[config.mk]
export PLATFORM = sky130hd
export DESIGN_NAME = serial_tx_engine
export DESIGN_NICKNAME = d
export VERILOG_FILES = /design/src/rtl/serial_tx_engine.sv
export SDC_FILE = /design/constraint.sdc
export NUM_CORES = 1
export LEC_CHECK = 0
export CORE_MARGIN = 3
export CORE_UTILIZATION = 55
export CTS_BUF_LIST = sky130_fd_sc_hd__clkbuf_8 sky130_fd_sc_hd__clkbuf_16
export CTS_CLUSTER_DIAMETER = 200
export DETAILED_ROUTE_END_ITERATION = 10
export PLACE_DENSITY = 0.79
export SETUP_SLACK_MARGIN = 0.05
export SYNTH_ARGS = -nofsm -noshare
export SYNTH_HDL_FRONTEND = slang
export SYNTH_SLANG_ARGS = --single-unit
[constraint.sdc]
create_clock -name CLK -period 2.3 [get_ports CLK]
set_clock_uncertainty 0.1 [all_clocks]
set_input_delay 0.69 -clock CLK [delete_from_list [all_inputs] [get_ports CLK]]
set_output_delay 0.69 -clock CLK [all_outputs]
set_load 0.02 [all_outputs]
[src/rtl/serial_tx_engine.sv]
// UART-style serial transmitter: captures a parallel word and shifts it out as
// start bit, LSB-first data, optional even parity and stop bit, with registered outputs.
module serial_tx_engine #(
    parameter int DATA_WIDTH  = 8,
    parameter int CLK_PER_BIT = 4,
    parameter int PARITY_EN   = 0
) (
    input  logic                  CLK,
    input  logic                  RESET,
    input  logic                  PARALLEL_LOAD,
    input  logic                  Tx_DATA,
    input  logic [DATA_WIDTH-1:0] DIN,
    output logic                  TX,
    output logic                  Tx_DONE,
    output logic                  Tx_BUSY
);

    localparam int CW = (CLK_PER_BIT > 1) ? $clog2(CLK_PER_BIT) : 1;
    localparam int BW = (DATA_WIDTH > 1) ? $clog2(DATA_WIDTH) : 1;
    localparam logic [CW-1:0] BAUD_LAST = CW'(CLK_PER_BIT - 1);
    localparam logic [BW-1:0] BIT_LAST  = BW'(DATA_WIDTH - 1);

    typedef enum logic [2:0] {
        ST_IDLE   = 3'd0,
        ST_START  = 3'd1,
        ST_DATA   = 3'd2,
        ST_PARITY = 3'd3,
        ST_STOP   = 3'd4
    } state_t;

    function automatic logic even_parity(input logic [DATA_WIDTH-1:0] word);
        return ^word;
    endfunction

    state_t                state_q, state_d;
    logic [DATA_WIDTH-1:0] load_q, load_d;
    logic [DATA_WIDTH-1:0] shift_q, shift_d;
    logic                  par_q, par_d;
    logic [CW-1:0]         baud_q, baud_d;
    logic [BW-1:0]         bit_q, bit_d;
    logic                  tx_q, tx_d;
    logic                  done_q, done_d;
    logic                  busy_q, busy_d;
    logic [DATA_WIDTH-1:0] word_s;
    logic                  baud_end_s;

    // State, datapath and output registers
    always_ff @(posedge CLK or posedge RESET) begin
        if (RESET) begin
            state_q <= ST_IDLE;
            load_q  <= '0;
            shift_q <= '0;
            par_q   <= 1'b0;
            baud_q  <= '0;
            bit_q   <= '0;
            tx_q    <= 1'b1;
            done_q  <= 1'b1;
            busy_q  <= 1'b0;
        end else begin
            state_q <= state_d;
            load_q  <= load_d;
            shift_q <= shift_d;
            par_q   <= par_d;
            baud_q  <= baud_d;
            bit_q   <= bit_d;
            tx_q    <= tx_d;
            done_q  <= done_d;
            busy_q  <= busy_d;
        end
    end

    // Next-state logic; outputs are derived from the next state so they register with it
    always_comb begin
        state_d    = state_q;
        load_d     = load_q;
        shift_d    = shift_q;
        par_d      = par_q;
        baud_d     = baud_q;
        bit_d      = bit_q;
        word_s     = load_q;
        baud_end_s = (baud_q == BAUD_LAST);

        case (state_q)
            ST_IDLE: begin
                baud_d = '0;
                bit_d  = '0;
                if (PARALLEL_LOAD) begin
                    load_d = DIN;
                    word_s = DIN;
                end else begin
                    load_d = load_q;
                    word_s = load_q;
                end
                if (Tx_DATA) begin
                    shift_d = word_s;
                    par_d   = even_parity(word_s);
                    state_d = ST_START;
                end else begin
                    state_d = ST_IDLE;
                end
            end
            ST_START: begin
                if (baud_end_s) begin
                    baud_d  = '0;
                    state_d = ST_DATA;
                end else begin
                    baud_d = baud_q + CW'(1);
                end
            end
            ST_DATA: begin
                if (baud_end_s) begin
                    baud_d = '0;
                    if (bit_q == BIT_LAST) begin
                        bit_d   = '0;
                        state_d = (PARITY_EN != 0) ? ST_PARITY : ST_STOP;
                    end else begin
                        shift_d = shift_q >> 1;
                        bit_d   = bit_q + BW'(1);
                    end
                end else begin
                    baud_d = baud_q + CW'(1);
                end
            end
            ST_PARITY: begin
                if (baud_end_s) begin
                    baud_d  = '0;
                    state_d = ST_STOP;
                end else begin
                    baud_d = baud_q + CW'(1);
                end
            end
            ST_STOP: begin
                if (baud_end_s) begin
                    baud_d  = '0;
                    state_d = ST_IDLE;
                end else begin
                    baud_d = baud_q + CW'(1);
                end
            end
            default: begin
                state_d = ST_IDLE;
                baud_d  = '0;
                bit_d   = '0;
            end
        endcase

        case (state_d)
            ST_IDLE:   tx_d = 1'b1;
            ST_START:  tx_d = 1'b0;
            ST_DATA:   tx_d = shift_d[0];
            ST_PARITY: tx_d = par_d;
            ST_STOP:   tx_d = 1'b1;
            default:   tx_d = 1'b1;
        endcase
        done_d = (state_d == ST_IDLE);
        busy_d = ~done_d;
    end

    assign TX      = tx_q;
    assign Tx_DONE = done_q;
    assign Tx_BUSY = busy_q;

endmodule
== After elaboration in Yosys (flattened, before gate mapping) ==
Cells that the tools add are included.

* Flip-flop bits (word level): 28
* Input bits: 12
* Output and inout bits: 3
* Word-level logic and storage cells: 55

* Add/subtract/negate cells: 2
* Equal/unequal tests: 12
* Muxes and demuxes: 21
* Bitwise gates (word level): 2
* Reductions and logical operators: 8

{| class="wikitable"
|+ Operators with widths
! kind !! number
|-
| 8-bit two-way mux || 5
|-
| 3-bit two-way mux || 7
|-
| 8-bit case mux with 2 select lines || 1
|-
| 3-bit case mux with 5 select lines || 1
|-
| 3-bit by 2-bit == test with 1-bit output (second input constant) || 4
|-
| 8-bit XOR reduction || 1
|-
| 3-bit by 1-bit == test with 1-bit output (second input constant) || 2
|-
| 3-bit == test (second input constant) || 2
|-
| 3-bit zero test || 2
|-
| 2-bit != test (second input constant) || 3
|-
| 3-bit case mux with 2 select lines || 1
|-
| 2-bit two-way mux || 2
|-
| 4-bit AND reduction || 1
|-
| 4-bit OR reduction || 1
|-
| 3-bit by 1-bit adder with 3-bit output (second input constant) || 1
|-
| 1-bit two-way mux || 3
|-
| 1-bit case mux with 3 select lines || 1
|-
| 3-bit OR reduction || 1
|-
| 2-bit by 1-bit adder with 2-bit output (second input constant) || 1
|-
| 2-bit == test (second input constant) || 1
|-
| 1-bit inverter || 2
|-
| 2-bit AND reduction || 1
|-
| 2-bit nonzero test || 1
|}

== Logic depth before layout (Yosys ltp) ==
Gate-level depths: netlist (run 1).

* Depth after elaboration: 6
* Mapped depth: 8

== Worst setup path after synthesis (run 1) ==
Ideal clock, no wire load.

* Kind: input to register
* Start: input Tx_DATA
* End: register tx_q, in the netlist TX
* Setup time: 0.078 ns
* Arrival: 1.814 ns
* Required time: 2.122 ns
* Path slack: 0.308 ns
* Stages on the path: 5
* Buffers on the path: 0
* Cells stage by stage: or4b_4 -> a21boi_4 -> a221oi_4 -> a21oi_1 -> a31o_1

* Longest elaborated chain between the ends: 4
* Elaborated cells between the ends (all ways): 10
* Classes of those cells: eq/ne: 3; mux: 7

{| class="wikitable"
|+ Ends and longest elaborated chain
! what !! line !! source
|-
| start: declaration || 11 || <nowiki>input logic Tx_DATA,</nowiki>
|-
| 1-bit two-way mux || 94 || <nowiki>if (Tx_DATA) begin</nowiki>
|-
| 3-bit case mux with 5 select lines || 83 || <nowiki>case (state_q)</nowiki>
|-
| 3-bit by 2-bit == test with 1-bit output or 3-bit by 1-bit == test with 1-bit output (tied branches) || 147 || <nowiki>case (state_d)</nowiki>
|-
| 1-bit case mux with 3 select lines * || 147 ||
|-
| via tx_d || 41 || <nowiki>logic tx_q, tx_d;</nowiki>
|-
| end signal: assignment || 66 || <nowiki>tx_q <= tx_d;</nowiki>
|-
| end: declaration || 41 ||
|}

The timed path passes the listed nets; every way through them passes the cells marked *. The select of a mux whose other input is x is not followed.
A chain may end at the register's enable or synchronous reset.

== Worst setup path after layout (run 1) ==
* Start: input Tx_DATA
* End: register shift_q[4]

* Longest elaborated chain between the ends: 2

{| class="wikitable"
|+ Ends and longest elaborated chain
! what !! line !! source
|-
| 2-bit != test (no source line) || - ||
|-
| 4-bit AND reduction (no source line) || - ||
|-
| end signal: assignment || 62 || <nowiki>shift_q <= shift_d;</nowiki>
|-
| end: declaration || 37 || <nowiki>logic [DATA_WIDTH-1:0] shift_q, shift_d;</nowiki>
|}

No other way between the ends.

==> results of run 1 <==
layer usage:
layer,track usage,up-vias
met5,0,-
met1,0.242,494
met2,0.294,22
met3,0.0356,9
met4,0.0894,0
li1,-,494
cells by family (layout without fill, tap and decap cells):
kind of cell / count (synthesis) / count (layout)
AO/OA/AOI/OAI: 27 / 27
adder cells (fa/ha/maj): 3 / 3
buffers and inverters: 12 / 29
flip-flops: 28 / 28
AND/OR/NAND/NOR: 31 / 31
multiplexers: 18 / 18
XOR/XNOR: 11 / 11
cell usage after synthesis (all sizes together) (2+ instances only):
cell type  count
mux2i         13
dfstp          2
a22oi          2
dfrtp         26
a221o          6
nor3           2
xnor2          5
a21o           2
and2           2
o21a           2
nand3          3
nand2          8
clkbuf         4
ha             3
nor2          10
mux2           5
inv            4
o21ai          9
xor2           6
buf            4
per-stage QoR:
step	setup TNS (ns)	setup WS, ns	instance area [um^2]	hold slack, ns	total power, mW
2_1_floorplan	0	0.308	1500	0.319	1.54
3_3_place_gp	-0.671	-0.194	1650	0.327	1.67
3_5_place_dp	-0.820	-0.250	1650	0.340	1.72
4_1_cts	0	0.0691	1710	0.352	2.03
5_1_grt	0	0.0677	1710	0.371	2.18
6_report	0	0.0878	1710	0.345	2.02
worst paths after layout:
check,from,to,slack (ns)
min in group asynchronous,RESET,load_q[7],0.67
worst max register to register,baud_q[0],TX,0.34
worst min-delay path,baud_q[0],baud_q[0],0.35
worst max-delay path,Tx_DATA,shift_q[4],0.09
worst min register to register,baud_q[0],baud_q[0],0.35
max in group asynchronous,RESET,TX,1.12
sequential cells by signal (all words and copies together) (netlist names):
signal	flops
state_q	3
par_q	1
bit_q	3
Tx_DONE	1
TX	1
shift_q	8
baud_q	2
load_q	8
Tx_BUSY	1
layout make-up:
class / instances / area share
flip-flops and latches: 28 / 0.411
well taps: 30 / 0.0219
clock inverters: 1 / 0.00219
clock buffers: 3 / 0.0241
multi-input cells: 90 / 0.419
repair buffers: 21 / 0.113
inverters: 4 / 0.00878
worst max-delay path: stages:
cell	delay, ns
clkdlybuf4s50_1	0.47
or4b_4	0.46
a21boi_4	0.16
buf_4	0.16
a221o_2	0.33
what timing repair did:
item,CTS,global route
setup buffers,2,0
resized for setup,1,0
setup endpoints to repair,1,1
pin swaps,1,1
where the power goes:
group          total, mW  switching (mW)  leakage (nW)  internal (mW)
sequential         0.867           0.164         0.344          0.704
clock              0.271           0.151        0.0269          0.120
combinational      0.880           0.416         0.413          0.464
==> metrics.yaml, run 1 <==
status:
  status: "complete, no violations"
cells_and_area:
  drive_gt1_frac: 0.211
  final_core_util: 0.678
  fillers: 198
  instances_no_fill: 177
  final_cell_mix: "dfrtp_1 (26), clkdlybuf4s50_1 (14), mux2i_1 (13), nor2_1 (10), o21ai_0 (9)"
  fin_nets: 163
  syn_to_final_growth_pct: 14.4
  regArea_um2: 703
  multi_input_area_um2: 717
  diodes: 0
  final_common_cell: "dfrtp_1"
floorplan:
  coreArea_mm2: 0.00252
  initial_core_util: 0.593
  dieHeight_um: 58.1
  boundaryPins: 15
  rows: 18
  die-area_mm2: 0.00338
  die_w_um: 58.1
worst_setup_path:
  critPathLaunchType: "primary input"
  end_kind: "register"
  critPathMaxFanout: 7
  crit_required_ns: 2.37
  cp.arrival_ns: 2.28
  reg2reg_depth: 6
  critical_path_class: "in -> reg"
logic_synthesis:
  synthAdderAreaFrac: 0.0251
  synthXorXnorAreaFrac: 0.0644
  yosysTopAreaCell: "dfrtp_1"
  postSynth.asyncResetShare: 1.00
  synth_cell_types: 36
  synth_simple_gate_area_frac: 0.105
  yosys_warnings: 0
  synth_edf_count: 0
  yosys-mux-area-fraction: 0.125
  synth_top_family_by_area: "compound AO/OA/AOI/OAI gates"
  synth-main-ff-cell: "dfrtp_1"
  syn_avg_cell_area_um2: 11.5
  ys_top_cells_by_area: "dfrtp_1 (44%), mux2i_1 (8.7%), a221o_2 (4.5%)"
  yosysTopAreaCellShare: 0.435
  synth_compound_area_frac: 0.157
  synth_cells: 130
  syn_nets: 145
  netlist_area_mm2: 0.00150
  synth-seq-area-share: 0.470
  synth_seq_cells: 28
sta:
  maxSlewHeadroom: 0.718
  final_hold_viol_count: 0
  timing.final.crit_share: 0.962
  rsz0062_at_grt: "false"
  clock.fmax_ghz: 0.452
  worst-slew-pin-transition_ns: 0.419
  period_minus_slack_ns: 2.21
  report.final.slew_viol_count: 0
  finalSetupViolations: 0
detailed_routing:
  dr_wl_met3_um: 114
  routed_wl_um: 2730
  remaining_drc_errors: 0
  postRouteAntennaNets: 0
  vias: 1019
  met1_length_um: 1260
  vias_per_cell: 5.76
  drt_first_pass_iters: 4
  wl_per_cell_um: 15.4
  met2WireLength_um: 1280
  drt_iter0_markers: 29
  highest_layer: "met4"
cts:
  cts_tree: "done"
  clock_tree.root_cell: "clkbuf_8"
  htreeDepth: 1
  clockBufferDepth: 2
  clkSinkCount: 28
  ctsHoldBuffers: 0
  clock_latency_ns: 0.28
  cts_made_buffers: 3
  clk_pin_slew_ns: 0.09
global_route:
  track_usage: 0.185
  grt_start_max_net_pins: 29
  grt_overflow_total: 0
  antenna_found_initial: 0
  grt_first_pass_wirelength_um: 4740
  grt_pass1_vias: 1038
power_and_ir_drop:
  p_leak_nw: 0.784
  vdd_drop_max_mv: 0.822
  powerDensity_mw_per_mm2: 1180
placement:
  placed_cells_incl_taps: 171
  portBuffers: 14
  hpwl_um: 2060
  place_congestion: 0.813
worst_hold_path:
  min_path_cells: 1
  hold_class: "reg -> reg"
run:
  drv_cap: 0
No activity file was read; power rests on OpenSTA's default activity.
==> run 2, diff against run 1 <==
--- a/config.mk
+++ b/config.mk
@@ -6,5 +6,5 @@
 export NUM_CORES = 1
 export LEC_CHECK = 0
-export CORE_MARGIN = 3
+export CORE_MARGIN = 4
 export CORE_UTILIZATION = 55
 export CTS_BUF_LIST = sky130_fd_sc_hd__clkbuf_8 sky130_fd_sc_hd__clkbuf_16
==> constraint.sdc (replaced) <==
create_clock -name CLK -period 2.3 [get_ports CLK]
set_clock_uncertainty 0.1 [all_clocks]
set_input_delay 0.23 -clock CLK [delete_from_list [all_inputs] [get_ports CLK]]
set_output_delay 0.23 -clock CLK [all_outputs]
set_load 0.02 [all_outputs]
==> metrics.yaml, run 2 (synthesized netlist as in run 1, its figures left out) <==
status:
  status: "complete, no violations"
worst_setup_path:
  end_kind: "register"
  worstPathCellList: "or4b_4 > a21boi_4 > a221oi_4 > a21oi_1 > a31o_1"
  cpPeakStageDelay_ns: 0.58  # +0.11 ns
  cp_top_family: "compound AO/OA/AOI/OAI gates"
  slowest_stage: "or4b_4"
  critical_path_class: "reg -> reg"
  crit_required_ns: 2.40  # +0.03 ns
  critPathMaxFanout: 10  # +3
  r2r-start: "state_q[1]"
  cp.arrival_ns: 2.06  # -0.22 ns
  crit_buf_inv: 0  # -2
  crit_start: "state_q[1]"
  critPathLaunchType: "register"
cts:
  ctsHoldBuffers: 0  # unchanged
  cts_setup_buffers: 0  # -2
  clk_pin_slew_ns: 0.09  # about the same
  clock_latency_ns: 0.27  # about the same
  cts_made_buffers: 3  # unchanged
  clockBufferDepth: 2  # unchanged
  htreeDepth: 1  # unchanged
  cts_tree: "done"
  clock_tree.root_cell: "clkbuf_8"
  clkSinkCount: 28  # unchanged
  ctsResizeCount: 0  # -1
cells_and_area:
  drive_gt1_frac: 0.200  # -0.0109
  instances_no_fill: 175  # -1.1%
  syn_to_final_growth_pct: 13.8
  final_core_util: 0.669  # -0.00944
  reg_top3: "load_q (8), shift_q (8)"
  final_common_cell: "dfrtp_1"
  diodes: 0  # unchanged
  final_area_mm2: 0.00170  # -0.51%
  final_cell_mix: "dfrtp_1 (26), clkdlybuf4s50_1 (14), mux2i_1 (13), nor2_1 (10), o21ai_0 (9)"
  fin_nets: 161  # -1.2%
detailed_routing:
  remaining_drc_errors: 0  # unchanged
  routed_wl_um: 2660  # -2.6%
  drt_iter0_markers: 25  # -14%
  drt_first_pass_iters: 4  # unchanged
  met1_length_um: 1230  # -2.6%
  highest_layer: "met4"
  postRouteAntennaNets: 0  # unchanged
  vias_per_cell: 5.79  # +0.65%
  dr_wl_met3_um: 106  # -7.0%
  wl_per_cell_um: 15.2  # -1.5%
  vias: 1014  # -0.49%
  met2WireLength_um: 1310  # +2.1%
placement:
  placed_cell_area_mm2: 0.00165  # unchanged
  place_ws_ns: 0.218  # +0.468 ns
  portBuffers: 14  # unchanged
  placed_cells_incl_taps: 171  # unchanged
  hpwl_um: 2050  # -0.52%
  place_congestion: 0.749  # -7.8%
global_route:
  antenna_found_initial: 0  # unchanged
  grt_pass1_vias: 1018  # -1.9%
  grt_start_max_net_pins: 29  # unchanged
  grt_overflow_total: 0  # unchanged
  track_usage: 0.169  # -0.0154
  grt_first_pass_wirelength_um: 4600  # -2.9%
sta:
  worst-slew-pin-transition_ns: 0.356  # -0.0628 ns
  report.final.slew_viol_count: 0  # unchanged
  maxSlewHeadroom: 0.763  # +0.0448
  whs_ns: 0.209  # -0.137 ns
  timing.final.crit_share: 0.852  # -0.110
  layout_setup_ws_ns: 0.341  # +0.253 ns
  clock.fmax_ghz: 0.510  # +13%
  period_minus_slack_ns: 1.96  # -0.253 ns
  final_hold_viol_count: 0  # unchanged
  rsz0062_at_grt: "false"
  finalSetupViolations: 0  # unchanged
  tns_ns: 0  # unchanged
floorplan:
  die-area_mm2: 0.00362  # +7.0%
  die_w_um: 60.1  # +3.4%
  coreArea_mm2: 0.00254  # +0.89%
  initial_core_util: 0.588  # -0.00525
  boundaryPins: 15  # unchanged
  dieHeight_um: 60.1  # +3.4%
  rows: 18  # unchanged
power_and_ir_drop:
  powerDensity_mw_per_mm2: 1180  # -0.15%
  p_leak_nw: 0.777  # -0.91%
  vdd_drop_max_mv: 0.824  # +0.21%
  power_mw: 2.01  # -0.66%
worst_hold_path:
  hold_class: "in -> async"
run:
  drv_cap: 0  # unchanged
==> run 2: power by group <==
part	switching (mW)	total, mW	leakage [nW]	internal (mW)
sequential	0.169	0.873	0.344	0.704
combinational	0.396	0.836	0.404	0.441
clock	0.143	0.296	0.0288	0.153
==> run 2: final cells by class <==
cell class,instances,area (um^2)
Timing Repair Buffer,19,178
Fill cell,207,843
Tap cell,30,37.5
Clock buffer,4,55.1
Multi-Input combinational cell,90,713
Inverter,4,15.0
Sequential cell,28,703
==> run 2: path summary, 6_finish.rpt <==
path | to | cells past startpoint | slack (ns)
min | baud_q[0] | 3 | 0.21
min reg2reg | baud_q[0] | 1 | 0.35
max in group asynchronous | TX | 3 | 1.58
max reg2reg | TX | 5 | 0.34
max | TX | 5 | 0.34
min in group CLK | baud_q[0] | 1 | 0.35
==> run 2: worst register-to-register path: cells and delay by family (launching register included) <==
family	cells	cell delay (ns)
AOI/OAI and AO/OA	4	0.73
and+or+nand+nor	1	0.58
DFF	1	0.49
==> run 2: routing by layer <==
metal	vias to the layer above	global-route usage
li1	494	-
met1	501	0.229
met2	17	0.281
met5	-	0
met3	2	0.0454
met4	0	0.0190
==> run 3, diff against run 2 <==
- ABC_AREA: not set -> 1
- CORE_ASPECT_RATIO: not set -> 0.6
- CORE_UTILIZATION: 55 -> 56
- PLACE_DENSITY: 0.79 -> 0.8
==> metrics.yaml, run 3 <==
status:
  status: "complete, no violations"
logic_synthesis:
  synth_commonest_cells: "nand2_1 (106), inv_1 (28), dfrtp_1 (26)"
  yosysTopAreaCell: "dfrtp_1"
  yosysTopAreaCellShare: 0.405  # -0.0305
  yosys_warnings: 0  # unchanged
  syn_nets: 242  # +67%
  ys_top_cells_by_area: "dfrtp_1 (40%), nand2_1 (25%), inv_1 (6.5%)"
  synth-main-ff-cell: "dfrtp_1"
  postSynth.asyncResetShare: 1.00  # unchanged
  synth_seq_cells: 28  # unchanged
  synth_cells: 227  # +75%
  synth-seq-area-share: 0.437  # -0.0329
  synth_cell_types: 29  # -19%
  netlist_area_mm2: 0.00161  # +7.5%
  syn_avg_cell_area_um2: 7.08  # -38%
  synth_most_common_cell: "nand2_1"
  synth_edf_count: 0  # unchanged
cells_and_area:
  syn_to_final_growth_pct: 13.1
  final_common_cell: "nand2_1"
  fillers: 222  # +7.2%
  diodes: 0  # unchanged
  reg_top3: "load_q (8), shift_q (8)"
  final_cell_mix: "nand2_1 (106), inv_1 (28), dfrtp_1 (26), clkdlybuf4s50_1 (14), o21ai_0 (13)"
  fin_nets: 260  # +61%
  drive_gt1_frac: 0.0905  # -0.109
power_and_ir_drop:
  p_leak_nw: 1.00  # +29%
  power_mw: 2.03  # +1.0%
  vdd_drop_max_mv: 0.656  # -20%
  powerDensity_mw_per_mm2: 1110  # -5.4%
cts:
  htreeDepth: 1  # unchanged
  cts_setup_buffers: 0  # unchanged
  clkSinkCount: 28  # unchanged
  clockBufferDepth: 2  # unchanged
  ctsHoldBuffers: 0  # unchanged
  clock_tree.root_cell: "clkbuf_8"
  cts_tree: "done"
  cts_made_buffers: 3  # unchanged
  clk_pin_slew_ns: 0.09  # about the same
  ctsResizeCount: 0  # unchanged
  clock_latency_ns: 0.27  # about the same
floorplan:
  initial_core_util: 0.612  # +0.0244
  dieHeight_um: 49.5  # -18%
  rows: 14  # -4
  die_w_um: 77.2  # +28%
  die-area_mm2: 0.00382  # +5.6%
  coreArea_mm2: 0.00263  # +3.2%
  boundaryPins: 15  # unchanged
worst_setup_path:
  worstPathCellList: "ha_1 > ha_1 > inv_1 > o21ai_2 > o21ai_1 > or2_4 > or2_4 > nor2_2 > inv_1"
  cp.arrival_ns: 1.88  # -0.18 ns
  cpPeakStageDelay_ns: 0.37  # -0.21 ns
  crit_required_ns: 2.38  # -0.02 ns
  critical_path_class: "reg -> reg"
  slowest_stage: "dfrtp_1"
  critPathMaxFanout: 4  # -6
  critPathLaunchType: "register"
  end_kind: "register"
placement:
  place_ws_ns: 0.307  # +0.0893 ns
  hpwl_um: 2410  # +18%
  portBuffers: 14  # unchanged
  place_congestion: 0.848  # +13%
sta:
  final_hold_viol_count: 0  # unchanged
  rsz0062_at_grt: "false"
  clock.fmax_ghz: 0.554  # +8.6%
  tns_ns: 0  # unchanged
  period_minus_slack_ns: 1.80  # -0.155 ns
  layout_setup_ws_ns: 0.495  # +0.155 ns
  report.final.slew_viol_count: 0  # unchanged
  timing.final.crit_share: 0.785  # -0.0673
  maxSlewHeadroom: 0.569  # -0.194
  finalSetupViolations: 0  # unchanged
  worst-slew-pin-transition_ns: 0.643  # +0.287 ns
detailed_routing:
  drt_iter0_markers: 104  # +320%
  postRouteAntennaNets: 0  # unchanged
  vias: 1383  # +36%
  drt_first_pass_iters: 4  # unchanged
  routed_wl_um: 3200  # +21%
  wl_per_cell_um: 11.7  # -23%
  vias_per_cell: 5.03  # -13%
  remaining_drc_errors: 0  # unchanged
global_route:
  grt_overflow_total: 0  # unchanged
  grt_start_max_net_pins: 29  # unchanged
  grt_pass1_vias: 1199  # +18%
  antenna_found_initial: 0  # unchanged
  track_usage: 0.192  # +0.0223
  grt_first_pass_wirelength_um: 5740  # +25%
worst_hold_path:
  hold_class: "in -> async"
run:
  drv_cap: 0  # unchanged
==> run 3: changes by cell type in the layout (fill, tap and decap cells not counted), sizes merged, moves of 3 or more <==
cell   before  now
o21ai       9   17
nand2       8  108
nand3       3    8
inv         4   33
or2         0    3
mux2i      13    0
mux2        5    0
nor2       10    7
a221o       6    0
xnor2       5    0
a22oi       2    6
xor2        6    0
==> run 3: path summary, 6_finish.rpt <==
kind / startpoint / cells past startpoint / to / slack (ns)
setup / recovery: bit_q[1] / 9 / Tx_BUSY / 0.50
hold / removal: RESET / 3 / bit_q[2] / 0.20
setup reg to reg: bit_q[1] / 9 / Tx_BUSY / 0.50
hold reg to reg: baud_q[0] / 1 / baud_q[0] / 0.34
max in group asynchronous: RESET / 3 / TX / 1.59
min in group CLK: baud_q[0] / 1 / baud_q[0] / 0.34
==> run 3: power by group <==
group | total (mW) | internal [mW] | switching, mW
clock | 0.265 | 0.118 | 0.148
sequential | 0.838 | 0.716 | 0.122
combinational | 0.923 | 0.354 | 0.569
==> run 3: routing by layer <==
metal / vias to the layer above / share of wire / GRT usage
met5: - / 0 / 0
met4: 0 / 0.0072 / 0.0414
met3: 2 / 0.079 / 0.0491
met2: 33 / 0.36 / 0.238
met1: 606 / 0.56 / 0.319
li1: 742 / - / -
==> run 3: cell families (layout without fill, tap and decap cells) <==
family          count (synthesis)  after routing  synth area share
compound gates                 28             28             0.106
flops                          28             28             0.437
simple gates                  130            130             0.333
fa+ha+maj                       3              3            0.0233
buf+inv                        38             54             0.100
==> run 3: layout make-up <==
class | instances | area [um^2] | share of cell area
Inverter | 34 | 128 | 0.0702
Clock buffer | 3 | 41.3 | 0.0227
Sequential cell | 28 | 703 | 0.387
Multi-Input combinational cell | 161 | 743 | 0.409
Timing Repair Buffer | 17 | 163 | 0.0895
Tap cell | 32 | 40.0 | 0.0220
==> run 3: per-stage QoR <==
step,hold slack [ns],instances,util,cell area (um^2)
floorplan,0.194,227,-,1610
global placement,0.328,272,0.676,1780
detailed placement,0.329,272,0.676,1780
CTS,0.214,275,0.692,1820
global route,0.234,275,0.692,1820
finish,0.200,275,0.692,1820
==> run 3: critical path, delay by kind of cell, from the launching register on <==
kind / cells / cell delay, ns
simple gates: 3 / 0.59
compound gates: 2 / 0.21
fa+ha+maj: 2 / 0.29
flops: 1 / 0.37
buf+inv: 2 / 0.14
==> RTL change 1, RTL diff (settings of run 2) <==
Take the reset off `shift_q` and load it in a clocked block of its own.
--- a/src/rtl/serial_tx_engine.sv
+++ b/src/rtl/serial_tx_engine.sv
@@ -49,7 +49,6 @@
         if (RESET) begin
             state_q <= ST_IDLE;
             load_q  <= '0;
-            shift_q <= '0;
             par_q   <= 1'b0;
             baud_q  <= '0;
             bit_q   <= '0;
@@ -59,7 +58,6 @@
         end else begin
             state_q <= state_d;
             load_q  <= load_d;
-            shift_q <= shift_d;
             par_q   <= par_d;
             baud_q  <= baud_d;
             bit_q   <= bit_d;
@@ -67,6 +65,10 @@
             done_q  <= done_d;
             busy_q  <= busy_d;
         end
+    end
+
+    always_ff @(posedge CLK) begin
+        shift_q <= shift_d;
     end
 
     // Next-state logic; outputs are derived from the next state so they register with it
Formal check against the unedited RTL: no difference found for any inputs over 10 cycles, from zero or initial values and one cycle with RESET high; that may be too few to reach the edited logic, so the function may still have changed.
==> RTL change 1 against run 2 <==
Setup slack lost 0.053 ns. Synthesized cell count is the same. Clock power grew 31%. Power grew 0.89%. Largest power group unchanged. Sequential cell count is the same. Cell area shrank 0.74%. Global-route usage grew 0.47 points. Critical path depth is the same. Critical path type unchanged. Synthesized area shrank 3.1%. Die area shrank 2.7%. Routed wire length shrank 3.6%. Highest routed layer unchanged.
==> RTL change 1: results (changes against run 2) <==
logic_synthesis:
  yosys.area_share.adder: 0.02591  # +0.0008021
  synth-compound-area-share: 0.1002  # -0.05715
  synth_top_cells_by_area: "sky130_fd_sc_hd__dfrtp_1, sky130_fd_sc_hd__edfxtp_1, sky130_fd_sc_hd__mux2i_1"
  post_synth_edffs: 7  # +7
  synth.yosys.seq_area_share: 0.5060  # +0.03575
  synthArstFlopShare: 0.7143  # -0.2857
  yosysUniqueCellTypes: 33  # -8.3%
  post_synth_xor_area_fraction: 0.06649  # +0.002059
route:
  drt-wirelength-per-cell_um: 14.55  # -4.2%
  vias_per_cell: 5.551  # -4.2%
  detail_route.iter0.violations: 42  # +68%
sta:
  fin_worst_hold_slack_ns: 0.2670  # +0.05827 ns
  relSlewSlack: 0.5108  # -0.2519
global_routing:
  grt_first_pass_wirelength_um: 4519  # -1.8%
  met2_usage: 0.2746  # -0.006293
  grt_util_met3: 0.02614  # -0.01921
  grt.total_usage: 0.1741  # +0.004723
  largest_net_degree_at_the_start_of_global_routing: 21  # -28%
  grt_util_met1: 0.2411  # +0.01237
cells_and_area:
  finish.net_count: 162  # +0.62%
power:
  power_leakage_nw: 0.7268  # -6.4%
  peakVddDrop_mv: 0.7588  # -7.9%
critical_path:
  slowest_delay_ns: 0.63  # +0.05 ns
  regToRegSetupSlack_ns: 0.29  # -0.05 ns
  crit_fanout: 13  # +3
  reg2reg_from: "state_q[0]"
outcome:
  outcome: "complete, no violations"
place:
  place.gp.congestion: 0.7783  # +3.9%
  hpwl_um: 1802  # -12%
  place_area_um2: 1618  # -1.7%
  portBuffers: 14  # unchanged
## RTL change 1: cell count changes in the layout (fill, tap and decap cells not counted), moves of 3 or more
cell and delta:
sky130_fd_sc_hd__a21oi_1 +3, sky130_fd_sc_hd__a221o_2 -6, sky130_fd_sc_hd__dfrtp_1 -8, sky130_fd_sc_hd__edfxtp_1 +7, sky130_fd_sc_hd__mux2_2 +4, sky130_fd_sc_hd__nand2_1 +5, sky130_fd_sc_hd__nand3_1 -3, sky130_fd_sc_hd__nor2_1 -4
sky130_fd_sc_hd__o21ai_0 +5
## RTL change 1: power by group
group,switching (mW),leakage [nW],internal (mW)
combinational,0.388,0.376,0.386
sequential,0.135,0.315,0.725
clock,0.156,0.0357,0.233
total,0.679,0.727,1.34
## RTL change 1: stage by stage
| step | setup WS, ns | instances |
|---|---|---|
| 2_1_floorplan | 0.4012 | 130 |
| 6_report | 0.2875 | 176 |
| 3_3_place_gp | 0.2607 | 172 |
| 4_1_cts | 0.3070 | 176 |
| 5_1_grt | 0.2323 | 176 |
| 3_5_place_dp | 0.2187 | 172 |
## RTL change 1: final cells by class
cell class	instances	area, um^2
clock buffers	3	41.29
clock inverters	1	30.03
fillers	198	810.8
inverters	6	22.52
multi-input cells	90	654.4
flip-flops and latches	28	733.2
well taps	30	37.54
repair buffers	18	170.2
## RTL change 1: kinds of logic (layout without fill, tap and decap cells)
| group | count (synthesis) | in the layout |
|---|---|---|
| flops | 28 | 28 |
| compound gates | 25 | 25 |
| buf+inv | 12 | 28 |
| xor+xnor | 11 | 11 |
| fa+ha+maj | 3 | 3 |
| mux | 20 | 20 |
| simple gates | 31 | 31 |
## RTL change 1: worst max-delay path by stage
stage                          start  end  slack [ns]
after floorplan           state_q[2]   TX        0.40
after global placement       Tx_DATA   TX        0.26
after detailed placement     Tx_DATA   TX        0.22
after CTS                 state_q[0]   TX        0.31
after global routing      state_q[0]   TX        0.23
final                     state_q[0]   TX        0.29
## RTL change 1: metal layers
| layer | up-vias | routed length (um) |
|---|---|---|
| met5 | - | 0 |
| met4 | 0 | 41 |
| met3 | 4 | 114 |
| met2 | 17 | 1196 |
| met1 | 468 | 1208 |
| li1 | 488 | - |
## RTL change 1: worst register-to-register path, stage by stage, from the launching register on
cell and delay (ns):
sky130_fd_sc_hd__dfrtp_1 0.52, sky130_fd_sc_hd__or4b_4 0.63, sky130_fd_sc_hd__o311a_1 0.15, sky130_fd_sc_hd__a221o_1 0.28, sky130_fd_sc_hd__o21ai_1 0.16, sky130_fd_sc_hd__o31ai_1 0.10
==> RTL change 2, RTL diff (flow settings as in run 2) <==
Made on the original files. The parameter `PARITY_EN` goes from 0 to 1.
--- a/src/rtl/serial_tx_engine.sv
+++ b/src/rtl/serial_tx_engine.sv
@@ -3,7 +3,7 @@
 module serial_tx_engine #(
     parameter int DATA_WIDTH  = 8,
     parameter int CLK_PER_BIT = 4,
-    parameter int PARITY_EN   = 0
+    parameter int PARITY_EN   = 1
 ) (
     input  logic                  CLK,
     input  logic                  RESET,
Check against the original RTL: same outputs for any inputs over 10 cycles, from zero or initial values and one cycle with RESET high; that may be too few to reach the edited logic, so the function may still have changed.
==> RTL change 2 against run 2 <==
Sequential cell count unchanged. Global-route usage decreased by 0.48 points. Power increased by 6.0%. Setup slack got worse by 0.10 ns. Cell area decreased by 0.74%. Routed wire length decreased by 4.3%. Synthesized area decreased by 2.2%. Clock power increased by 31%. Critical path type unchanged. Largest cell class is now registers. Largest power group unchanged.
==> RTL change 2: results (changes against run 2) <==
logic_synthesis:
  yosysUniqueCellTypes: 32  # -11%
  synth_top_cells_by_area: "sky130_fd_sc_hd__dfrtp_1, sky130_fd_sc_hd__mux2i_1, sky130_fd_sc_hd__a221o_1"
  synth.yosys.seq_area_share: 0.4808  # +0.01046
  synthArstFlopShare: 1.000  # unchanged
  synth.net_count: 148  # +2.1%
  syn-instance-count: 133  # +2.3%
  synth_commonest_cells: "sky130_fd_sc_hd__dfrtp_1, sky130_fd_sc_hd__mux2i_1, sky130_fd_sc_hd__nor2_1, sky130_fd_sc_hd__o21ai_0, sky130_fd_sc_hd__nand2_1"
  dominantRegCellSynth: "sky130_fd_sc_hd__dfrtp_1"
  yosysWarnings: 0  # unchanged
clock_tree:
  clk_lat_worst_skew_ns: 0.28
  cts.clk_slew.worst_paths_ns: 0.09  # about the same
  cts.repair.resized: 0  # unchanged
  cts-root-buf: "sky130_fd_sc_hd__clkbuf_8"
  post_cts.repair.setup_buffers: 0  # unchanged
  h_tree_level_count: 1  # unchanged
  cts-buffers-inserted: 3  # unchanged
  clock_tree.buffer_depth: 2  # unchanged
route:
  routed_wl_um: 2545  # -4.3%
  detail_route.iter0.violations: 43  # +72%
  drt-wirelength-per-cell_um: 14.46  # -4.8%
  drtAntennaViolNets: 0  # unchanged
  drt-pass1-iter-count: 4  # unchanged
  routed_vias: 1003  # -1.1%
place:
  place.gp.congestion: 0.7830  # +4.5%
  place_area_um2: 1618  # -1.7%
  dp_cells: 172  # +0.58%
  pre_cts_slack_ns: 0.2530  # +0.03476 ns
  hpwl_um: 1882  # -8.2%
  portBuffers: 14  # unchanged
global_routing:
  grt_antenna_before_repair: 0  # unchanged
  grt_first_pass_wirelength_um: 4271  # -7.2%
  largest_net_degree_at_the_start_of_global_routing: 29  # unchanged
  number_of_global_route_vias_before_repair: 934  # -8.3%
  grt.total_usage: 0.1645  # -0.004824
sta:
  relSlewSlack: 0.6444  # -0.1183
critical_path:
  slowest_delay_ns: 0.42  # -0.16 ns
  crit_fanout: 8  # -2
  timing.critical_path.arrival_ns: 2.18  # +0.12 ns
  slowest_stage: "sky130_fd_sc_hd__dfrtp_1"
cells_and_area:
  fill_cells: 204  # -1.4%
  antennaDiodeCount: 0  # unchanged
  fraction_of_final_layout_cells_sized_beyond_drive_strength_1: 0.1233  # -0.07671
  finish.net_count: 162  # +0.62%
  reg.largest.list: "load_q: 8 flops, shift_q: 8 flops"
power:
  power_leakage_nw: 0.7497  # -3.5%
  power.internal_mw: 1.378  # +6.2%
  peakVddDrop_mv: 0.8163  # -0.89%
outcome:
  outcome: "complete, no violations"
worst_hold_path:
  timing.hold.worst.class: "in -> async"
## RTL change 2: final cells by class
type,count,area [um^2],share of cell area
inverter,5,18.77,0.01111
multi-input combinational,93,703.2,0.4163
clock inverter,1,30.03,0.01778
timing repair buffer,16,155.1,0.09185
tap,30,37.54,0.02222
clock buffer,3,41.29,0.02444
sequential,28,703.2,0.4163
## RTL change 2: worst max-delay path, delay by kind of cell, from the launching register on
kind / cells / cell delay (ns)
adder cells (fa/ha/maj): 2 / 0.40
AND/OR/NAND/NOR: 2 / 0.49
flip-flops: 1 / 0.42
AO/OA/AOI/OAI: 3 / 0.59
## RTL change 2: worst paths after layout
check / from / end / slack [ns] / cells after the start
max reg2reg: bit_q[0] / TX / 0.24 / 7
max in group asynchronous: RESET / TX / 1.60 / 3
max: bit_q[0] / TX / 0.24 / 7
min reg2reg: baud_q[0] / baud_q[0] / 0.35 / 1
min in group CLK: baud_q[0] / baud_q[0] / 0.35 / 1
min: RESET / Tx_BUSY / 0.20 / 3
## RTL change 2: per-layer routing
layer | vias to the layer above | global-route usage | part of all wire
met2 | 19 | 0.2574 | 0.46
met5 | - | 0 | 0
met3 | 4 | 0.02614 | 0.041
li1 | 499 | - | -
met4 | 0 | 0.08544 | 0.024
met1 | 481 | 0.2191 | 0.47
## RTL change 2: power by group through the flow
| stage | clock [mW] | sequential (mW) | combinational (mW) |
|---|---|---|---|
| 2_1_floorplan | 0 | 0.871 | 0.677 |
| 3_3_place_gp | 0 | 0.916 | 0.788 |
| 3_5_place_dp | 0 | 0.925 | 0.829 |
| 4_1_cts | 0.395 | 0.919 | 0.829 |
| 5_1_grt | 0.418 | 0.953 | 0.915 |
| 6_report | 0.389 | 0.919 | 0.819 |
## RTL change 2: cell families (layout without fill, tap and decap cells)
kind of cell | after synthesis | count (layout) | share of synthesized area
AO/OA/AOI/OAI | 26 | 26 | 0.1283
AND/OR/NAND/NOR | 34 | 34 | 0.1275
buffers and inverters | 12 | 25 | 0.03849
multiplexers | 18 | 18 | 0.1275
XOR/XNOR | 12 | 12 | 0.07186
flip-flops | 28 | 28 | 0.4807
adder cells (fa/ha/maj) | 3 | 3 | 0.02567
